### config.mk
export PLATFORM = sky130hd
export DESIGN_NAME = fetch_unit
export DESIGN_NICKNAME = d
export VERILOG_FILES = /design/src/rtl/core_pkg.sv /design/src/rtl/fetch_skid.sv /design/src/rtl/fetch_unit.sv
export SDC_FILE = /design/constraint.sdc
export NUM_CORES = 1
export LEC_CHECK = 0
export BUFFER_PORTS_ARGS = -buffer_cell sky130_fd_sc_hd__buf_2
export CAP_MARGIN = 20
export CORE_ASPECT_RATIO = 1.75
export CORE_MARGIN = 1
export CORE_UTILIZATION = 49
export CTS_CLUSTER_DIAMETER = 200
export DETAILED_ROUTE_END_ITERATION = 6
export PLACE_DENSITY_LB_ADDON = 0.3
export SYNTH_ARGS = -nofsm -noshare
export SYNTH_HDL_FRONTEND = slang
export SYNTH_SLANG_ARGS = --single-unit
### constraint.sdc
create_clock -name clk -period 4.2 [get_ports clk]
set_input_delay 0.63 -clock clk [delete_from_list [all_inputs] [get_ports clk]]
set_output_delay 0.63 -clock clk [all_outputs]
set_load 0.01 [all_outputs]
### src/rtl/core_pkg.sv
// Shared definitions for the instruction-fetch front end: reset vector,
// fetch FSM encoding, PC stride and the {pc,instr} packet carried by the skid.
package core_pkg;

  localparam logic [31:0] RESET_VEC_DEFAULT = 32'h0000_0000;
  localparam logic [31:0] PC_STEP           = 32'd4;

  localparam logic [1:0] ST_REQ  = 2'd0;
  localparam logic [1:0] ST_HOLD = 2'd1;
  localparam logic [1:0] ST_DROP = 2'd2;

  typedef struct packed {
    logic [31:0] pc;
    logic [31:0] instr;
  } fetch_pkt_t;

  function automatic logic [31:0] word_align(input logic [31:0] addr);
    return {addr[31:2], 2'b00};
  endfunction

endpackage

### src/rtl/fetch_skid.sv
// One-entry skid buffer holding a fetched {pc,instr} word while the output
// register is blocked. Only the full flag is reset; the payload is qualified by it.
module fetch_skid
  import core_pkg::*;
(
  input  logic       clk,
  input  logic       rst,
  input  logic       load,
  input  logic       unload,
  input  logic       clear,
  input  fetch_pkt_t pkt,
  output fetch_pkt_t head,
  output logic       full
);

  always_ff @(posedge clk or negedge rst) begin
    if (!rst) begin
      full <= 1'b0;
    end else if (clear) begin
      full <= 1'b0;
    end else if (load) begin
      full <= 1'b1;
    end else if (unload) begin
      full <= 1'b0;
    end
  end

  always_ff @(posedge clk) begin
    if (load && !clear) begin
      head <= pkt;
    end
  end

endmodule

### src/rtl/fetch_unit.sv
// Instruction fetch unit: one outstanding memory request, a registered
// {pc,instr} output stage with a one-entry skid, and redirect handling.
module fetch_unit
  import core_pkg::*;
#(
  parameter logic [31:0] RESET_VEC = RESET_VEC_DEFAULT
) (
  input  logic        clk,
  input  logic        rst,
  input  logic        pcSrc,
  input  logic [31:0] branchTarget,
  input  logic        stall,
  output logic        imemReq,
  output logic [31:0] imemAddr,
  input  logic        imemValid,
  input  logic [31:0] imemData,
  output logic [31:0] pc,
  output logic [31:0] instr,
  output logic        instrValid
);

  logic [1:0]  state;
  logic [1:0]  state_n;
  logic [31:0] fetch_pc;
  logic [31:0] fetch_pc_n;
  logic [31:0] drop_addr;
  logic        can_load;
  logic        out_load;
  logic        out_clear;
  fetch_pkt_t  out_pkt;
  fetch_pkt_t  skid_head;
  logic        skid_load;
  logic        skid_unload;
  logic        skid_clear;
  logic        skid_full;

  assign can_load = !instrValid || !stall;

  // Gating with rst keeps the request low during reset while the FSM rests in REQ.
  assign imemReq  = rst && (state != ST_HOLD);
  assign imemAddr = (state == ST_DROP) ? drop_addr : fetch_pc;

  always_comb begin
    state_n     = state;
    fetch_pc_n  = fetch_pc;
    out_load    = 1'b0;
    out_clear   = 1'b0;
    out_pkt     = '{pc: fetch_pc, instr: imemData};
    skid_load   = 1'b0;
    skid_unload = 1'b0;
    skid_clear  = 1'b0;

    if (pcSrc) begin
      fetch_pc_n = word_align(branchTarget);
      out_clear  = 1'b1;
      skid_clear = 1'b1;
      // Only an unanswered request has to be waited out in DROP.
      if ((state == ST_HOLD) || imemValid) begin
        state_n = ST_REQ;
      end else begin
        state_n = ST_DROP;
      end
    end else begin
      case (state)
        ST_REQ: begin
          if (imemValid) begin
            fetch_pc_n = fetch_pc + PC_STEP;
            if (can_load) begin
              out_load = 1'b1;
            end else begin
              skid_load = 1'b1;
              state_n   = ST_HOLD;
            end
          end
        end
        ST_HOLD: begin
          if (!stall) begin
            out_load    = 1'b1;
            out_pkt     = skid_head;
            skid_unload = 1'b1;
            state_n     = ST_REQ;
          end
        end
        ST_DROP: begin
          if (imemValid) begin
            state_n = ST_REQ;
          end
        end
        default: state_n = ST_REQ;
      endcase
    end
  end

  always_ff @(posedge clk or negedge rst) begin
    if (!rst) begin
      state      <= ST_REQ;
      fetch_pc   <= word_align(RESET_VEC);
      pc         <= '0;
      instr      <= '0;
      instrValid <= 1'b0;
    end else begin
      state    <= state_n;
      fetch_pc <= fetch_pc_n;
      if (out_clear) begin
        pc         <= '0;
        instr      <= '0;
        instrValid <= 1'b0;
      end else if (out_load) begin
        pc         <= out_pkt.pc;
        instr      <= out_pkt.instr;
        instrValid <= 1'b1;
      end else if (!stall) begin
        instrValid <= 1'b0;
      end
    end
  end

  // Address of the request being abandoned; held on imemAddr until it is answered.
  always_ff @(posedge clk) begin
    if (pcSrc && (state == ST_REQ) && !imemValid) begin
      drop_addr <= fetch_pc;
    end
  end

  fetch_skid u_skid (
    .clk    (clk),
    .rst    (rst),
    .load   (skid_load),
    .unload (skid_unload),
    .clear  (skid_clear),
    .pkt    ('{pc: fetch_pc, instr: imemData}),
    .head   (skid_head),
    .full   (skid_full)
  );

endmodule

; ---- Word-level counts from Yosys, hierarchy flattened
; Cells that the tools add are included.
[totals]
reg_bits = 195
inputBits = 69
output_inout_bits = 98
wordCells = 64
[op_classes]
add_sub_neg = 1
eq_ne = 8
mux = 31
n_reduce_logical = 16
[op_table]
columns = cell, n
row1 = 32-bit 2-to-1 mux, 8
row2 = 64-bit 2-to-1 mux, 3
row3 = "32-bit by 3-bit adder with 32-bit output, second input constant", 1
row4 = 1-bit 2-to-1 mux, 12
row5 = 2-bit 2-to-1 mux, 6
row6 = "3-bit inequality test, second input constant", 4
row7 = 2-bit case mux with 3 select lines, 1
row8 = 2-bit nonzero test, 3
row9 = 1-bit logical AND, 4
row10 = 1-bit zero test, 4
row11 = 4-bit AND reduction, 1
row12 = "3-bit by 1-bit inequality test with 1-bit output, second input constant", 1
row13 = "2-bit by 1-bit == test with 1-bit output, second input constant", 1
row14 = "2-bit == test, second input constant", 1
row15 = 2-bit zero test, 1
row16 = 1-bit logical OR, 2
row17 = "2-bit by 1-bit inequality test with 1-bit output, second input constant", 1
row18 = 1-bit case mux with 2 select lines, 1
row19 = 2-bit AND reduction, 1

; ---- Longest topological paths before layout
[depth]
word_depth = 8
mapped_depth = 7
depth_no_buf = 5

; ---- By module
; A second synthesis with hierarchy kept.
[unflattened]
hier_cells = 638
area_unflattened_um2 = 8210.4
[by_module_without_submodules]
columns = module, n_inst, cells_per_inst, area_per_inst_um2
row1 = fetch_unit, 1, 569, 6241.0
row2 = fetch_skid, 1, 69, 1969.4

; ---- Worst setup path after synthesis
; OpenSTA, ideal clock, no wires.
[synth_path]
kind = input-to-reg
startpoint = input port pcSrc
endpoint = register drop_addr[10], enable pin
setup_ps = 493
arrival_time_ps = 4036
required_time_ps = 3707
path_slack_ps = -329
path_stages = 3
path_cell_list = clkbuf_1 -> clkinv_1 -> nor4_1
[synth_via]
elab_chain_len = 2
[synth_rtl]
columns = element, line_no
row1 = start: declaration, fetch_unit.sv:10  ; input logic pcSrc,
row2 = 1-bit logical AND (2 in series), fetch_unit.sv:120  ; if (pcSrc && (state == ST_REQ) && !imemValid) begin
row3 = end signal: assignment, fetch_unit.sv:121  ; drop_addr <= fetch_pc;
row4 = end: declaration, fetch_unit.sv:26  ; logic [31:0] drop_addr;
; Every way passes these cells.
; A chain may end at the register's enable or synchronous reset.

; ---- Worst setup path after layout
[layout_path]
startpoint = register state[1]
endpoint = output port imemAddr[11]
[layout_via]
elab_chain_len = 2
[layout_rtl]
columns = element, line_no
row1 = start: declaration, fetch_unit.sv:22  ; logic [1:0] state;
row2 = start signal: assignment, fetch_unit.sv:102  ; state <= state_n;
row3 = 2-bit == test, fetch_unit.sv:41  ; assign imemAddr = (state == ST_DROP) ? drop_addr : fetch_pc;
row4 = 32-bit 2-to-1 mux, fetch_unit.sv:41
row5 = end: declaration, fetch_unit.sv:14  ; output logic [31:0] imemAddr,
; Every way passes these cells.

==> summary.txt <==
Status
  – Status: completed

STA
  – Slew Limit Headroom: 31.6%
  – Final clock skew: 0.0205 ns
  – Setup TNS: 0 ns
  – Endpoints failing hold: 0
  – RSZ-0062 raised after global routing: no
  – Slew Limit Fails: 0
  – Actual slew at the worst max-slew pin: 1.03 ns
  – Crit share post-route: 62.6%
  – PnR worst setup slack: 1.57 ns
  – Fin crit period: 2.63 ns
  – Max Clock Freq: 0.380 GHz
  – Final Setup Violations: 0

Logic synthesis
  – Synthesized cell area: 8080 µm²
  – Syn avg cell area: 12.7 µm²
  – Synth warn: 0
  – Main combinational cell family by area after synthesis: multiplexers
  – Post-Synth XOR/XNOR Area: 1.08%
  – Synth top area share: 34.2%
  – Mux share of post-synthesis cell area: 11.6%
  – Adder-cell share of the synthesized area: 0.155%
  – Simple-gate share of the synthesized area: 10.2%
  – Register area share after synthesis: between 60% and 70%
  – Unique masters post-synth: 48
  – Post-synthesis compound-gate area fraction: 10.2%
  – Syn Inst Count: 636
  – Synthesis-stage register bit count: 188
  – Synth area leaders: edfxtp_1, dfrtp_1, mux2i_1, a211oi_1, nor2_1
  – Leading area contributor after synthesis: edfxtp_1

Power and ir drop
  – Sw Share: 25.4%
  – Pwr dens: between 400 and 500 nW/µm²
  – Power share of the clock group: 37.9%
  – Comb power frac: 11.6%
  – Seq pwr share: 50.5%
  – Pleak: 3.79 nW
  – Sw power: 1.08 mW
  – Peak supply drop: ~0.00032 V
  – Internal power: 3.18 mW

Detailed routing
  – Initial detailed-routing violation count: 198
  – DRT Wirelength: 18.1 mm
  – First-pass iteration count of the detailed router: 5
  – Detailed-route wire length per cell: approximately 18 µm
  – ANT nets after route: 0
  – Via-to-Cell Ratio: 5.67
  – Vias: 5567
  – Residual DRC: 0

Layout
  – Fin cells: 981
  – Most frequent cells in the layout: buf_2, dfrtp_1, edfxtp_1
  – Leading cell type in the layout, fill and taps excluded: buf_2
  – Fillers: 1321
  – Share of layout cells above drive strength 1: a little under a third
  – Area delta synth->final: 19.5%
  – Final core utilization: 60.3%
  – Final instance area: approximately 9700 µm²
  – Ant diodes: 0
  – Total Nets Final: 849

Global routing
  – Gr usage total: 21.9%
  – Largest net degree at the start of global routing: 126
  – Initial antenna violation count: 0
  – Met3 GRT Util: ~4.0%
  – Met1 global-route usage: 27.4%
  – Vias in the first global route: 5582
  – First-pass GRT wire length: 28.8 mm
  – Met2 Resource Use GR: 38.1%
  – GRT overflow: 0
  – GRT busiest layer: met2

Flow run
  – Max_cap viols: 0

Floorplanning
  – DIE WIDTH: 99.1 µm
  – # IOs: between 150 and 200
  – Die Area: 17000 µm²
  – Rows: 61
  – Die Height: 172 µm
  – CORE AREA: 16000 µm²
  – Starting Density: 50.4%

Placed design
  – Hpwl dp: 12.1 mm
  – Setup Slack @ Placement: 1.45 ns
  – DP Cell Count: about 950
  – Port-buffer cells: ~160
  – Placer Congestion: approximately 0.86
  – Post-DP Area: 9070 µm²

Setup path
  – CP endpoint kind: output pin
  – Startpoint Class: register
  – WP data required: roughly 3.6 ns
  – Critical Path Fanout Max: 21
  – Arr. time, crit path: roughly 2.0 ns
  – Critical path type: register to output pin

Worst hold path
  – Min-delay worst type: input pin to asynchronous set/reset pin

Clock tree
  – Clock latency on the worst-skew pair: 0.42 ns
  – H-tree lvl count: 4
  – CTS Sinks: 188
  – Post-CTS Resized: 0
  – CTS Root Cell: clkbuf_16
  – Setup bufs post-CTS: 0
  – Hold buffer count at CTS: 0
  – Clock tree buffer depth: 2
  – Clock transition at path regs: 0.07 ns
  – Total CTS buffers: 17
  – CTS tree: yes
==> power groups by stage <==
stage	clock network [mW]	logic [mW]	registers, mW
floorplan	0	0.274	2.18
global placement	0	0.486	2.18
detailed placement	0	0.500	2.19
CTS	1.65	0.503	2.15
global route	1.72	0.549	2.16
finish	1.61	0.496	2.15
==> worst max-delay path: stages, from the launching register on <==
cell	delay [ns]
dfrtp_1	0.50
nor2b_2	0.22
buf_4	0.30
mux2_2	0.41
buf_2	0.15
==> final cells by class <==
type,instances,area (µm²),area share [%]
clock buffers,21,460,4.76
clock inverters,11,131,1.36
inverters,5,18.8,0.194
multi-input cells,393,2720,28.2
flip-flops and latches,188,5160,53.4
well taps,189,236,2.45
repair buffers,174,931,9.63
==> path summary, 6_finish.rpt <==
| check | start | to | slack, ns | cells after the start |
|---|---|---|---|---|
| min | rst | instr[27]$_DFFE_PN0P_ | 0.20 | 1 |
| min in group clk | imemData[5] | u_skid.head[5]$_DFFE_PP_ | 0.40 | 1 |
| max in group asynchronous | rst | fetch_pc[30]$_DFFE_PN0N_ | 2.83 | 2 |
| min reg2reg | pc[1]$_DFFE_PN0P_ | pc[1]$_DFFE_PN0P_ | 0.56 | 1 |
| max reg2reg | state[1]$_DFFE_PN0P_ | fetch_pc[26]$_DFFE_PN0N_ | 1.71 | 4 |
| max | state[1]$_DFFE_PN0P_ | imemAddr[11] | 1.57 | 4 |
==> synth_stat cells (all sizes together) <==
master	number
xor2	3
nand3	6
or3	8
nand2b	2
buf	9
ha	1
o2111ai	1
inv	4
and3	1
a211oi	62
a21oi	3
and4	2
nand4bb	1
xnor2	7
nor3	3
nor4	5
or4	15
nor4b	1
o21a	1
clkinv	1
edfxtp	92
o31ai	10
a41oi	1
clkbuf	42
or2	2
nand2	28
nor3b	2
mux2i	63
or3b	1
a21boi	1
a211o	1
nor2	83
dfrtp	96
nor2b	1
o211ai	3
and2	1
a31oi	14
conb	1
o211a	1
o31a	1
o21ai	19
mux2	27
nand4	10
==> cells by family (layout without fill, tap and decap cells) <==
family                     count (synthesis)  after routing
muxes                                     90             90
buffers and inverters                     56            211
AOI/OAI and AO/OA                        118            118
and+or+nand+nor                          172            172
DFF                                      188            188
adders and majority gates                  1              1
xor gates and xnor gates                  10             10
other                                      1              2
==> metal layers <==
layer | vias to the layer above | part of all wire [%]
met3 | 25 | 3.5
met1 | 2716 | 42
met4 | 0 | 2.2
met2 | 156 | 52
met5 | - | 0
li1 | 2670 | -
==> sequential cells by signal, summed over array words and instances (netlist names) <==
register / count
u_skid.head: 62
instr: 32
pc: 31
drop_addr: 30
fetch_pc: 30
state: 2
instrValid: 1
==> stage by stage <==
stage | hold WS, ns | total power [mW]
2_1_floorplan | 0.334 | 2.45
3_3_place_gp | 0.539 | 2.66
3_5_place_dp | 0.553 | 2.69
4_1_cts | 0.207 | 4.30
5_1_grt | 0.227 | 4.43
6_report | 0.197 | 4.26
Note: power is estimated with default switching activity, not from simulation.
